==> src/rtl/grid_erosion_engine_if.sv <==
// Load, control, status and readback bundle for the grid erosion engine.
// master drives rows/commands and reads status; slave is the engine.
interface grid_erosion_engine_if #(
  parameter int WIDTH = 16,
  parameter int DEPTH = 16,
  parameter int SW    = 8,
  parameter int CW    = $clog2(WIDTH*DEPTH+1),
  parameter int AW    = $clog2(DEPTH)
);
  logic             load_valid;
  logic             load_ready;
  logic [WIDTH-1:0] load_row;
  logic             start;
  logic             conn8;
  logic [3:0]       thresh;
  logic [SW-1:0]    max_sweeps;
  logic             clear;
  logic             busy;
  logic             done;
  logic             truncated;
  logic [CW-1:0]    first_removed;
  logic [CW-1:0]    total_removed;
  logic [SW-1:0]    sweeps;
  logic [AW-1:0]    rd_addr;
  logic [WIDTH-1:0] rd_row;

  modport master (
    output load_valid, load_row, start, conn8, thresh, max_sweeps, clear, rd_addr,
    input  load_ready, busy, done, truncated, first_removed, total_removed, sweeps, rd_row
  );

  modport slave (
    input  load_valid, load_row, start, conn8, thresh, max_sweeps, clear, rd_addr,
    output load_ready, busy, done, truncated, first_removed, total_removed, sweeps, rd_row
  );
endinterface

==> src/rtl/grid_erosion_engine.sv <==
// Iterative grid erosion: rows load one per beat (load_ready high only in IDLE), then one
// whole-grid Jacobi sweep per clock until a sweep removes nothing or the sweep limit is hit.
module grid_erosion_engine #(
  parameter int WIDTH = 16,
  parameter int DEPTH = 16,
  parameter int SW    = 8,
  localparam int CW   = $clog2(WIDTH*DEPTH+1),
  localparam int AW   = $clog2(DEPTH)
) (
  input logic                clk,
  input logic                rst_n,
  grid_erosion_engine_if.slave bus
);

  typedef enum logic [1:0] {
    IDLE   = 2'd0,
    LOADED = 2'd1,
    RUN    = 2'd2,
    DONE   = 2'd3
  } state_t;

  state_t           state_q, state_d;
  logic [WIDTH-1:0] grid_q [DEPTH];
  logic [WIDTH-1:0] grid_d [DEPTH];
  logic [WIDTH-1:0] next_grid [DEPTH];
  logic [WIDTH+1:0] pad [DEPTH+2];
  logic [AW-1:0]    wr_ptr_q, wr_ptr_d;
  logic             conn8_q, conn8_d;
  logic [3:0]       thresh_q, thresh_d;
  logic [SW-1:0]    max_q, max_d;
  logic [CW-1:0]    first_q, first_d;
  logic [CW-1:0]    total_q, total_d;
  logic [SW-1:0]    sweeps_q, sweeps_d;
  logic [SW-1:0]    sweeps_inc;
  logic             trunc_q, trunc_d;
  logic [CW-1:0]    rem_cnt;

  // Zero border so edge cells see out-of-grid neighbours as empty.
  always_comb begin
    for (int r = 0; r < DEPTH + 2; r++) pad[r] = '0;
    for (int r = 0; r < DEPTH; r++) pad[r+1] = {1'b0, grid_q[r], 1'b0};
  end

  always_comb begin
    logic [3:0] nb;
    logic       kill;
    rem_cnt = '0;
    nb      = '0;
    kill    = 1'b0;
    for (int r = 0; r < DEPTH; r++) next_grid[r] = grid_q[r];
    for (int r = 0; r < DEPTH; r++) begin
      for (int c = 0; c < WIDTH; c++) begin
        nb = 4'(pad[r][c+1]) + 4'(pad[r+2][c+1]) + 4'(pad[r+1][c]) + 4'(pad[r+1][c+2]);
        if (conn8_q)
          nb = nb + 4'(pad[r][c]) + 4'(pad[r][c+2]) + 4'(pad[r+2][c]) + 4'(pad[r+2][c+2]);
        kill = grid_q[r][c] && (nb < thresh_q);
        next_grid[r][c] = grid_q[r][c] & ~kill;
        rem_cnt = rem_cnt + CW'(kill);
      end
    end
  end

  assign sweeps_inc = (&sweeps_q) ? sweeps_q : sweeps_q + SW'(1);

  always_comb begin
    state_d  = state_q;
    wr_ptr_d = wr_ptr_q;
    conn8_d  = conn8_q;
    thresh_d = thresh_q;
    max_d    = max_q;
    first_d  = first_q;
    total_d  = total_q;
    sweeps_d = sweeps_q;
    trunc_d  = trunc_q;
    for (int r = 0; r < DEPTH; r++) grid_d[r] = grid_q[r];

    case (state_q)
      IDLE: begin
        if (bus.load_valid) begin
          grid_d[wr_ptr_q] = bus.load_row;
          if (wr_ptr_q == AW'(DEPTH - 1)) begin
            wr_ptr_d = '0;
            state_d  = LOADED;
          end else begin
            wr_ptr_d = wr_ptr_q + AW'(1);
          end
        end
      end
      LOADED: begin
        if (bus.start) begin
          state_d  = RUN;
          conn8_d  = bus.conn8;
          thresh_d = bus.thresh;
          max_d    = bus.max_sweeps;
          first_d  = '0;
          total_d  = '0;
          sweeps_d = '0;
          trunc_d  = 1'b0;
        end
      end
      RUN: begin
        if (rem_cnt == '0) begin
          state_d = DONE;
        end else begin
          for (int r = 0; r < DEPTH; r++) grid_d[r] = next_grid[r];
          total_d  = total_q + rem_cnt;
          sweeps_d = sweeps_inc;
          if (sweeps_q == '0) first_d = rem_cnt;
          if ((max_q != '0) && (sweeps_inc == max_q)) begin
            state_d = DONE;
            trunc_d = 1'b1;
          end
        end
      end
      default: ;
    endcase

    // clear outranks start and load beats in the same cycle.
    if (bus.clear) begin
      state_d  = IDLE;
      wr_ptr_d = '0;
      conn8_d  = 1'b0;
      thresh_d = '0;
      max_d    = '0;
      first_d  = '0;
      total_d  = '0;
      sweeps_d = '0;
      trunc_d  = 1'b0;
      for (int r = 0; r < DEPTH; r++) grid_d[r] = '0;
    end
  end

  always_ff @(posedge clk or negedge rst_n) begin
    if (!rst_n) begin
      state_q  <= IDLE;
      wr_ptr_q <= '0;
      conn8_q  <= 1'b0;
      thresh_q <= '0;
      max_q    <= '0;
      first_q  <= '0;
      total_q  <= '0;
      sweeps_q <= '0;
      trunc_q  <= 1'b0;
      for (int r = 0; r < DEPTH; r++) grid_q[r] <= '0;
    end else begin
      state_q  <= state_d;
      wr_ptr_q <= wr_ptr_d;
      conn8_q  <= conn8_d;
      thresh_q <= thresh_d;
      max_q    <= max_d;
      first_q  <= first_d;
      total_q  <= total_d;
      sweeps_q <= sweeps_d;
      trunc_q  <= trunc_d;
      for (int r = 0; r < DEPTH; r++) grid_q[r] <= grid_d[r];
    end
  end

  assign bus.load_ready    = (state_q == IDLE);
  assign bus.busy          = (state_q == RUN);
  assign bus.done          = (state_q == DONE);
  assign bus.truncated     = trunc_q;
  assign bus.first_removed = first_q;
  assign bus.total_removed = total_q;
  assign bus.sweeps        = sweeps_q;
  assign bus.rd_row        = (32'(bus.rd_addr) < DEPTH) ? grid_q[bus.rd_addr] : '0;

endmodule

==> src/flat_wrapper.sv <==
// flat-port wrapper written by rule: the top's interface ports become plain ports
module grid_erosion_engine_flat 
#(
  parameter int WIDTH = 16,
  parameter int DEPTH = 16,
  parameter int SW    = 8,
  localparam int CW   = $clog2(WIDTH*DEPTH+1),
  localparam int AW   = $clog2(DEPTH)
)
  (clk, rst_n, bus_load_valid, bus_load_row, bus_start, bus_conn8, bus_thresh, bus_max_sweeps, bus_clear, bus_rd_addr, bus_load_ready, bus_busy, bus_done, bus_truncated, bus_first_removed, bus_total_removed, bus_sweeps, bus_rd_row);
  grid_erosion_engine_if #(.WIDTH(WIDTH), .DEPTH(DEPTH), .SW(SW)) bus_i ();
  input logic clk;
  input logic rst_n;
  input wire logic [$bits(bus_i.load_valid)-1:0] bus_load_valid;
  input wire logic [$bits(bus_i.load_row)-1:0] bus_load_row;
  input wire logic [$bits(bus_i.start)-1:0] bus_start;
  input wire logic [$bits(bus_i.conn8)-1:0] bus_conn8;
  input wire logic [$bits(bus_i.thresh)-1:0] bus_thresh;
  input wire logic [$bits(bus_i.max_sweeps)-1:0] bus_max_sweeps;
  input wire logic [$bits(bus_i.clear)-1:0] bus_clear;
  input wire logic [$bits(bus_i.rd_addr)-1:0] bus_rd_addr;
  output wire logic [$bits(bus_i.load_ready)-1:0] bus_load_ready;
  output wire logic [$bits(bus_i.busy)-1:0] bus_busy;
  output wire logic [$bits(bus_i.done)-1:0] bus_done;
  output wire logic [$bits(bus_i.truncated)-1:0] bus_truncated;
  output wire logic [$bits(bus_i.first_removed)-1:0] bus_first_removed;
  output wire logic [$bits(bus_i.total_removed)-1:0] bus_total_removed;
  output wire logic [$bits(bus_i.sweeps)-1:0] bus_sweeps;
  output wire logic [$bits(bus_i.rd_row)-1:0] bus_rd_row;
  assign bus_i.load_valid = bus_load_valid;
  assign bus_i.load_row = bus_load_row;
  assign bus_i.start = bus_start;
  assign bus_i.conn8 = bus_conn8;
  assign bus_i.thresh = bus_thresh;
  assign bus_i.max_sweeps = bus_max_sweeps;
  assign bus_i.clear = bus_clear;
  assign bus_i.rd_addr = bus_rd_addr;
  assign bus_load_ready = bus_i.load_ready;
  assign bus_busy = bus_i.busy;
  assign bus_done = bus_i.done;
  assign bus_truncated = bus_i.truncated;
  assign bus_first_removed = bus_i.first_removed;
  assign bus_total_removed = bus_i.total_removed;
  assign bus_sweeps = bus_i.sweeps;
  assign bus_rd_row = bus_i.rd_row;
  grid_erosion_engine #(.WIDTH(WIDTH), .DEPTH(DEPTH), .SW(SW)) u_core (.clk(clk), .rst_n(rst_n), .bus(bus_i));
endmodule
==> config.mk <==
export PLATFORM = sky130hd
export DESIGN_NAME = grid_erosion_engine_flat
export DESIGN_NICKNAME = d
export VERILOG_FILES = /design/src/rtl/grid_erosion_engine_if.sv /design/src/rtl/grid_erosion_engine.sv /design/src/flat_wrapper.sv
export SDC_FILE = /design/constraint.sdc
export NUM_CORES = 2
export LEC_CHECK = 0
export CAP_MARGIN = 20
export CORE_MARGIN = 3
export CORE_UTILIZATION = 41
export CTS_CLUSTER_SIZE = 25
export DETAILED_ROUTE_END_ITERATION = 8
export SLEW_MARGIN = 25
export SYNTH_ARGS = -nofsm -noshare
export SYNTH_HDL_FRONTEND = slang
export SYNTH_SLANG_ARGS = --single-unit
export TNS_END_PERCENT = 100
==> constraint.sdc <==
create_clock -name clk -period 20.5 [get_ports clk]
set_input_delay 2.05 -clock clk [delete_from_list [all_inputs] [get_ports clk]]
set_output_delay 2.05 -clock clk [all_outputs]
set_load 0.03 [all_outputs]
# --- Word level (Yosys, flattened, before mapping) ---
# Index checks and enable logic that the tools add are counted.
op_classes:
  n_reduce_logical: 277
  n_eq_ne: 12
  add_sub_neg: 1862
  mux: 304
  n_bitwise: 514
  order_cmp: 259
ops:
  columns: ["operator", "count"]
  rows:
  - ["adder 4 x 1 -> 4 bit", 1348]
  - ["adder 9 x 1 -> 9 bit", 254]
  - ["two-way mux 4 bit", 263]
  - ["less-than comparator 4 bit", 256]
  - ["two-way mux 256 bit", 3]
  - ["adder 1 x 1 -> 2 bit", 257]
  - ["one-hot mux 256 bit (2 select lines)", 1]
  - ["logical AND 1 bit", 258]
  - ["AND 1 bit", 256]
  - ["bitwise mux 256 bit", 1]
  - ["inverter 1 bit", 256]
  - ["binary-select mux 16 bit (select 4 bit)", 1]
  - ["demux 16 bit (select 4 bit)", 1]
  - ["two-way mux 8 bit", 7]
  - ["two-way mux 9 bit", 6]
  - ["two-way mux 16 bit", 3]
  - ["one-hot mux 9 bit (2 select lines)", 2]
  - ["one-hot mux 8 bit (2 select lines)", 1]
  - ["two-way mux 2 bit", 6]
  - ["greater-or-equal comparator 5 bit, second input constant", 2]
  - ["inverter 4 -> 5 bit", 2]
  - ["adder 9 bit", 1]
  - ["zero test 9 bit", 1]
  - ["!= test 3 x 2 -> 1 bit, second input constant", 3]
  - ["23 further kinds", 39]
word_totals:
  output_inout_bits: 46
  wordCells: 3253
  in_bits: 38
  regBits: 302

# --- Longest topological paths before layout ---
depth:
  depth_word: 266
  depth_mapped: 46
  ltp_nobuf: 46

# --- Worst setup path before layout ---
# Ideal clock, no wire load.
synth_path:
  kind: "register to register"
  start: "register u_core.thresh_q[1]"
  end: "register u_core.grid_q[191] (netlist bit)"
  arrival_time_ns: 15.333
  setup_slack_ns: 5.103
  synth_period_minus_slack_ns: 15.397
  path_buffers: 2
  setup_ns: 0.064
  path_stages_with_launch: 32
  required_ns: 20.436
  cell_sequence: "dfrtp_1 -> inv_1 -> ha_1 -> a21o_1 -> a21o_1 -> a21oi_1 -> and2_1 -> ha_1 -> inv_1 -> fa_1 -> inv_1 -> fa_1 -> fa_1 -> fa_1 -> fa_1 -> fa_1 -> fa_1 -> fa_1 -> fa_1 -> fa_1 -> fa_1 -> fa_1 -> fa_1 -> a21o_1 -> a221oi_2 -> nor2_1 -> a211oi_1 -> a311oi_4 -> buf_6 -> a311oi_4 -> buf_4 -> a21o_1"
synth_between:
  elab_chain_cells: 260
  word_cells_on_any_way: 775
  classes_between: "add/sub: 255; order compare: 256; eq/ne: 1; mux: 3; bitwise: 2; reduce/logical: 258"
synth_lines:
  columns: ["item", "line", "rtl"]
  rows:
  - ["from (decl)", "grid_erosion_engine.sv:29", "logic [3:0] thresh_q, thresh_d;"]
  - ["from (signal assigned)", "grid_erosion_engine.sv:149", "thresh_q <= thresh_d;"]
  - ["less-than comparator 4 bit", "grid_erosion_engine.sv:56", "kill = grid_q[r][c] && (nb < thresh_q);"]
  - ["logical AND 1 bit", "grid_erosion_engine.sv:56", null]
  - ["adder 1 x 1 -> 2 bit", "grid_erosion_engine.sv:58", "rem_cnt = rem_cnt + CW'(kill);"]
  - ["adder 9 x 1 -> 9 bit (254 in a row)", "grid_erosion_engine.sv:58", null]
  - ["zero test 9 bit", "grid_erosion_engine.sv:102", "if (rem_cnt == '0) begin"]
  - ["!= test 3 bit (no line)", null, null]
  - ["AND reduction 3 bit (no line)", null, null]
  - ["to (decl)", "grid_erosion_engine.sv:23", "logic [WIDTH-1:0] grid_q [DEPTH];"]
# Several ways; a longest one is shown, not always the timed one. The select of a mux whose other input is x is not followed.
# A chain may end at the register's enable or synchronous reset.

# --- Final worst setup path ---
layout_path:
  start: "register u_core.grid_q[238] (netlist bit)"
  end: "register u_core.grid_q[247] (netlist bit)"
layout_between:
  elab_chain_cells: 252
  word_cells_on_any_way: 297
  classes_between: "add/sub: 269; order compare: 8; eq/ne: 1; mux: 8; reduce/logical: 11"
layout_lines:
  columns: ["item", "line", "rtl"]
  rows:
  - ["adder 1 x 1 -> 2 bit", "grid_erosion_engine.sv:53", "nb = 4'(pad[r][c+1]) + 4'(pad[r+2][c+1]) + 4'(pad[r+1][c]) + 4'(pad[r+1][c+2]);"]
  - ["adder 4 x 1 -> 4 bit", "grid_erosion_engine.sv:53", null]
  - ["adder 4 x 1 -> 4 bit (2 in a row)", "grid_erosion_engine.sv:55", "nb = nb + 4'(pad[r][c]) + 4'(pad[r][c+2]) + 4'(pad[r+2][c]) + 4'(pad[r+2][c+2]);"]
  - ["two-way mux 4 bit", "grid_erosion_engine.sv:54", "if (conn8_q)"]
  - ["less-than comparator 4 bit", "grid_erosion_engine.sv:56", null]
  - ["logical AND 1 bit", "grid_erosion_engine.sv:56", null]
  - ["adder 9 x 1 -> 9 bit (33 in a row)", "grid_erosion_engine.sv:58", null]
  - ["adder 9 x 1 -> 9 bit (*) (209 in a row)", "grid_erosion_engine.sv:58", null]
  - ["zero test 9 bit (*)", "grid_erosion_engine.sv:102", null]
  - ["!= test 3 bit (no line) (*)", null, null]
  - ["AND reduction 3 bit (no line) (*)", null, null]
# Every way passes the cells marked *; elsewhere a longest branch is shown, timed or not.

==> results by group <==
Worst setup path
  – Slowest cell delay on critical path: 0.89 ns
  – Top fanout value on the critical path: 16
  – Crit path capture: u_core.grid_q[247]
  – Most frequent CP cell: fa_1
  – CP startpoint: u_core.grid_q[238]
  – Crit path kind: reg -> reg
  – R2R cell count: 39
  – Critical-path top delay cell: nor3_4
  – Flop2flop setup slack: 6.19 ns
  – Critical R2R Launch: u_core.grid_q[238]
  – CP Data Arrival Time: 14.90 ns
  – Worst Setup Start Kind: flop
  – CP Data Required Time: 21.09 ns
  – Crit end category: flop
  – Worst R2R End: u_core.grid_q[247]

Floorplanning
  – Starting Density: 41.36%
  – Die Y-Extent: 463.9 µm
  – # rows: 167
  – Die ar.: 215,200 µm²
  – Core footprint: 207,900 µm²
  – Num ports: 84
  – Width of the chip: 463.9 µm

STA
  – Hold Slack: 0.5152 ns
  – Setup TNS: 0 ns
  – Peak Freq: 69.90 MHz
  – RSZ-0062 raised after global routing: false
  – Max-slew violation count: 0
  – Worst-Margin Slew: 1.167 ns
  – Rel. slew slack: 21.99%
  – Final min period: 14.31 ns
  – Crit share post-route: 69.79%
  – Final Hold Vio Count: 0
  – Final Skew: 0.04031 ns
  – Final setup viols: 0

Global route
  – Met3 usage: 3.425%
  – Met1 Use GR: 33.58%
  – GR Overflow Total: 0
  – GRT Util Overall: 25.80%
  – GRT Max-Usage Layer: met2
  – First-pass GRT wire length: 424,700 µm
  – Antenna violations before repair: 12
  – Met2 Usage GRT: 42.30%
  – Pin count of the biggest net entering global routing: 137
  – Vias in the first global route: 68,520

Detailed routing
  – Via/cell ratio: 5.608
  – Total Wirelength: 279,500 µm
  – Via Count: 65,840
  – Routed Antenna Nets: 0
  – Drt drc: 0
  – DRT iter0 DRCs: 4,944
  – Routed length per placed instance: 23.81 µm
  – TritonRoute pass-1 iters: 5

Clock tree
  – Post-CTS sizing: 0
  – CTS H-tree lvls: 2
  – # clock sinks: 302
  – Register clock-pin slew on the reported worst setup and hold paths: 0.07 ns
  – CTS root buf: clkbuf_16
  – Hold_buf cts: 0
  – Clock tree from TritonCTS: built
  – CTS buffer count: 47
  – Clock Latency Late Sink: 0.68 ns
  – Setup Fix Bufs, Post-CTS: 0
  – Clock Path Buffers: 3

Synth
  – Multiplexer area fraction after synthesis: 6.755%
  – Synth Cell Area: 85,980 µm²
  – Most used DFF post-synth: dfrtp_1
  – Synth Area in Compound Gates: 13.76%
  – Xor-xnor portion of the synthesized cell area: 2.160%
  – Largest family of logic cells by synthesized area: adder cells
  – Sequential share of the synthesized area: 8.789%
  – Number of synthesis warnings: 0
  – Synth Area in Simple Gates: 8.944%
  – Mapped Cells: 8,988
  – Post-synth cell types: 62
  – FF+latch count, synth: 302
  – Synth Area per Inst: 9.566 µm²
  – EDFF count, synth: 0
  – Adder-cell share of the synthesized area: 51.05%
  – Fraction of registers with async set/reset: 100.0%
  – Syn Nets: 11,820

Layout
  – Reg area: 7565 µm²
  – Nets@finish: 11,730
  – Synth-to-Final Area Change: 6.644%
  – Multi-input gate area: 71,170 µm²
  – FILL cells: 19,850
  – Share of cells above drive strength 1: 5.579%

Placement
  – Hpwl dp: 215,800 µm
  – Routability cong.: 0.9475
  – Buffers added on ports: 83

Min path
  – Hold Crit Start: u_core.bus.total_removed[3]
  – Worst hold path class: reg -> reg

Power
  – Pwr Total: 3.829 mW
  – Peak supply drop: 0.00009025 V
  – Power density over the cells: 41.76 nW/µm²
  – Pleak: 42.44 nW

Job
  – # Max-Cap Violations: 0

Run status
  – Outcome: complete, no violations
==> synthesized netlist by cell type (all sizes together) (221+ instances only) <==
cell | count | area [µm²]
ha | 1590 | 19890
a21o | 373 | 2800
clkbuf | 225 | 844.6
dfrtp | 302 | 7557
o32ai | 252 | 2207
a21oi | 618 | 3093
o21ai | 221 | 1106
nand2b | 428 | 2678
inv | 1657 | 6220
fa | 1199 | 24000
nand2 | 377 | 1415
mux2 | 226 | 2545
nor2 | 375 | 1408
==> stage by stage <==
stage,instance area [µm²],setup slack (ns),cells,util (%)
CTS,91580,5.976,11730,44.05
global route,91690,5.693,11740,44.10
global placement,89850,6.158,11640,43.22
detailed placement,89870,6.019,11640,43.22
finish,91690,6.194,11740,44.10
floorplan,85980,5.103,8988,-
==> how the worst min path moves through the flow <==
stage,to,slack (ns),cells past startpoint
after floorplan,u_core.thresh_q[1],0.45,2
after global placement,u_core.bus.first_removed[6],0.50,1
after detailed placement,u_core.bus.total_removed[3],0.52,2
after CTS,u_core.bus.total_removed[3],0.53,2
after global routing,u_core.bus.first_removed[6],0.54,1
final,u_core.bus.total_removed[3],0.52,2
==> state kept, by name, indices dropped and copies added, names as in the netlist <==
signal / cells
u_core.bus.sweeps: 8
u_core.state_q: 2
u_core.bus.truncated: 1
u_core.bus.total_removed: 9
u_core.conn8_q: 1
u_core.max_q: 8
u_core.grid_q: 256
u_core.bus.first_removed: 9
u_core.wr_ptr_q: 4
u_core.thresh_q: 4
==> cell usage in the layout (no fill, tap or decap), types with 9 or more instances in the layout <==
cell                n
buf_6               9
a21o_1            373
nor2_1            373
buf_4              56
nand2b_1          428
and4b_1            21
and2_1            200
o211ai_1           58
buf_12              9
nor3_1             23
o21ai_0           221
clkbuf_8           13
nand2_1           375
a21oi_1           617
a21boi_0          197
nand3_1            20
xnor2_1           204
mux2i_1           146
a311oi_4            9
clkdlybuf4s50_1    78
clkbuf_16          47
o32ai_1           252
a22o_1             10
nor4b_1            21
ha_1             1590
dfrtp_1           300
fa_1             1199
inv_1            1654
mux4_2             80
mux2_2            226
nor2b_1            10
==> per-layer routing <==
metal,vias up,part of all wire [%],wire [µm]
met2,2066,46,129400
met3,507,6.2,17370
met1,33450,42,117200
met4,4,5.5,15500
met5,-,0.0075,21
li1,29810,-,-
==> power breakdown <==
group / switching [mW] / internal (mW)
registers: 0.0691 / 0.619
logic: 1.42 / 0.764
clock network: 0.393 / 0.559
==> critical path: cells and delay by family (launching register included) <==
kind,cells,cell delay [ns]
buffers and inverters,7,0.71
muxes,1,0.07
adders and majority gates,19,9.27
DFF,1,0.65
and+or+nand+nor,3,1.13
xor gates and xnor gates,1,0.25
AOI/OAI and AO/OA,8,2.05
==> final cells by class <==
| type | count | share of cell area [%] |
|---|---|---|
| sequential | 302 | 8.250 |
| inverter | 1657 | 6.808 |
| antenna | 6 | 0.01637 |
| timing repair buffer | 155 | 1.644 |
| clock buffer | 67 | 1.506 |
| tap | 2788 | 3.804 |
| clock inverter | 21 | 0.3575 |
| multi-input combinational | 6743 | 77.61 |
==> cells by family (layout without fill, tap and decap cells) <==
logic type,Yosys count,after routing
other cells,0,6
mux,452,452
buf+inv,1943,1900
flops,302,302
fa+ha+maj,2789,2789
xor+xnor,212,212
compound gates,1783,1783
simple gates,1507,1507
Power figures use the tool's default switching activity.
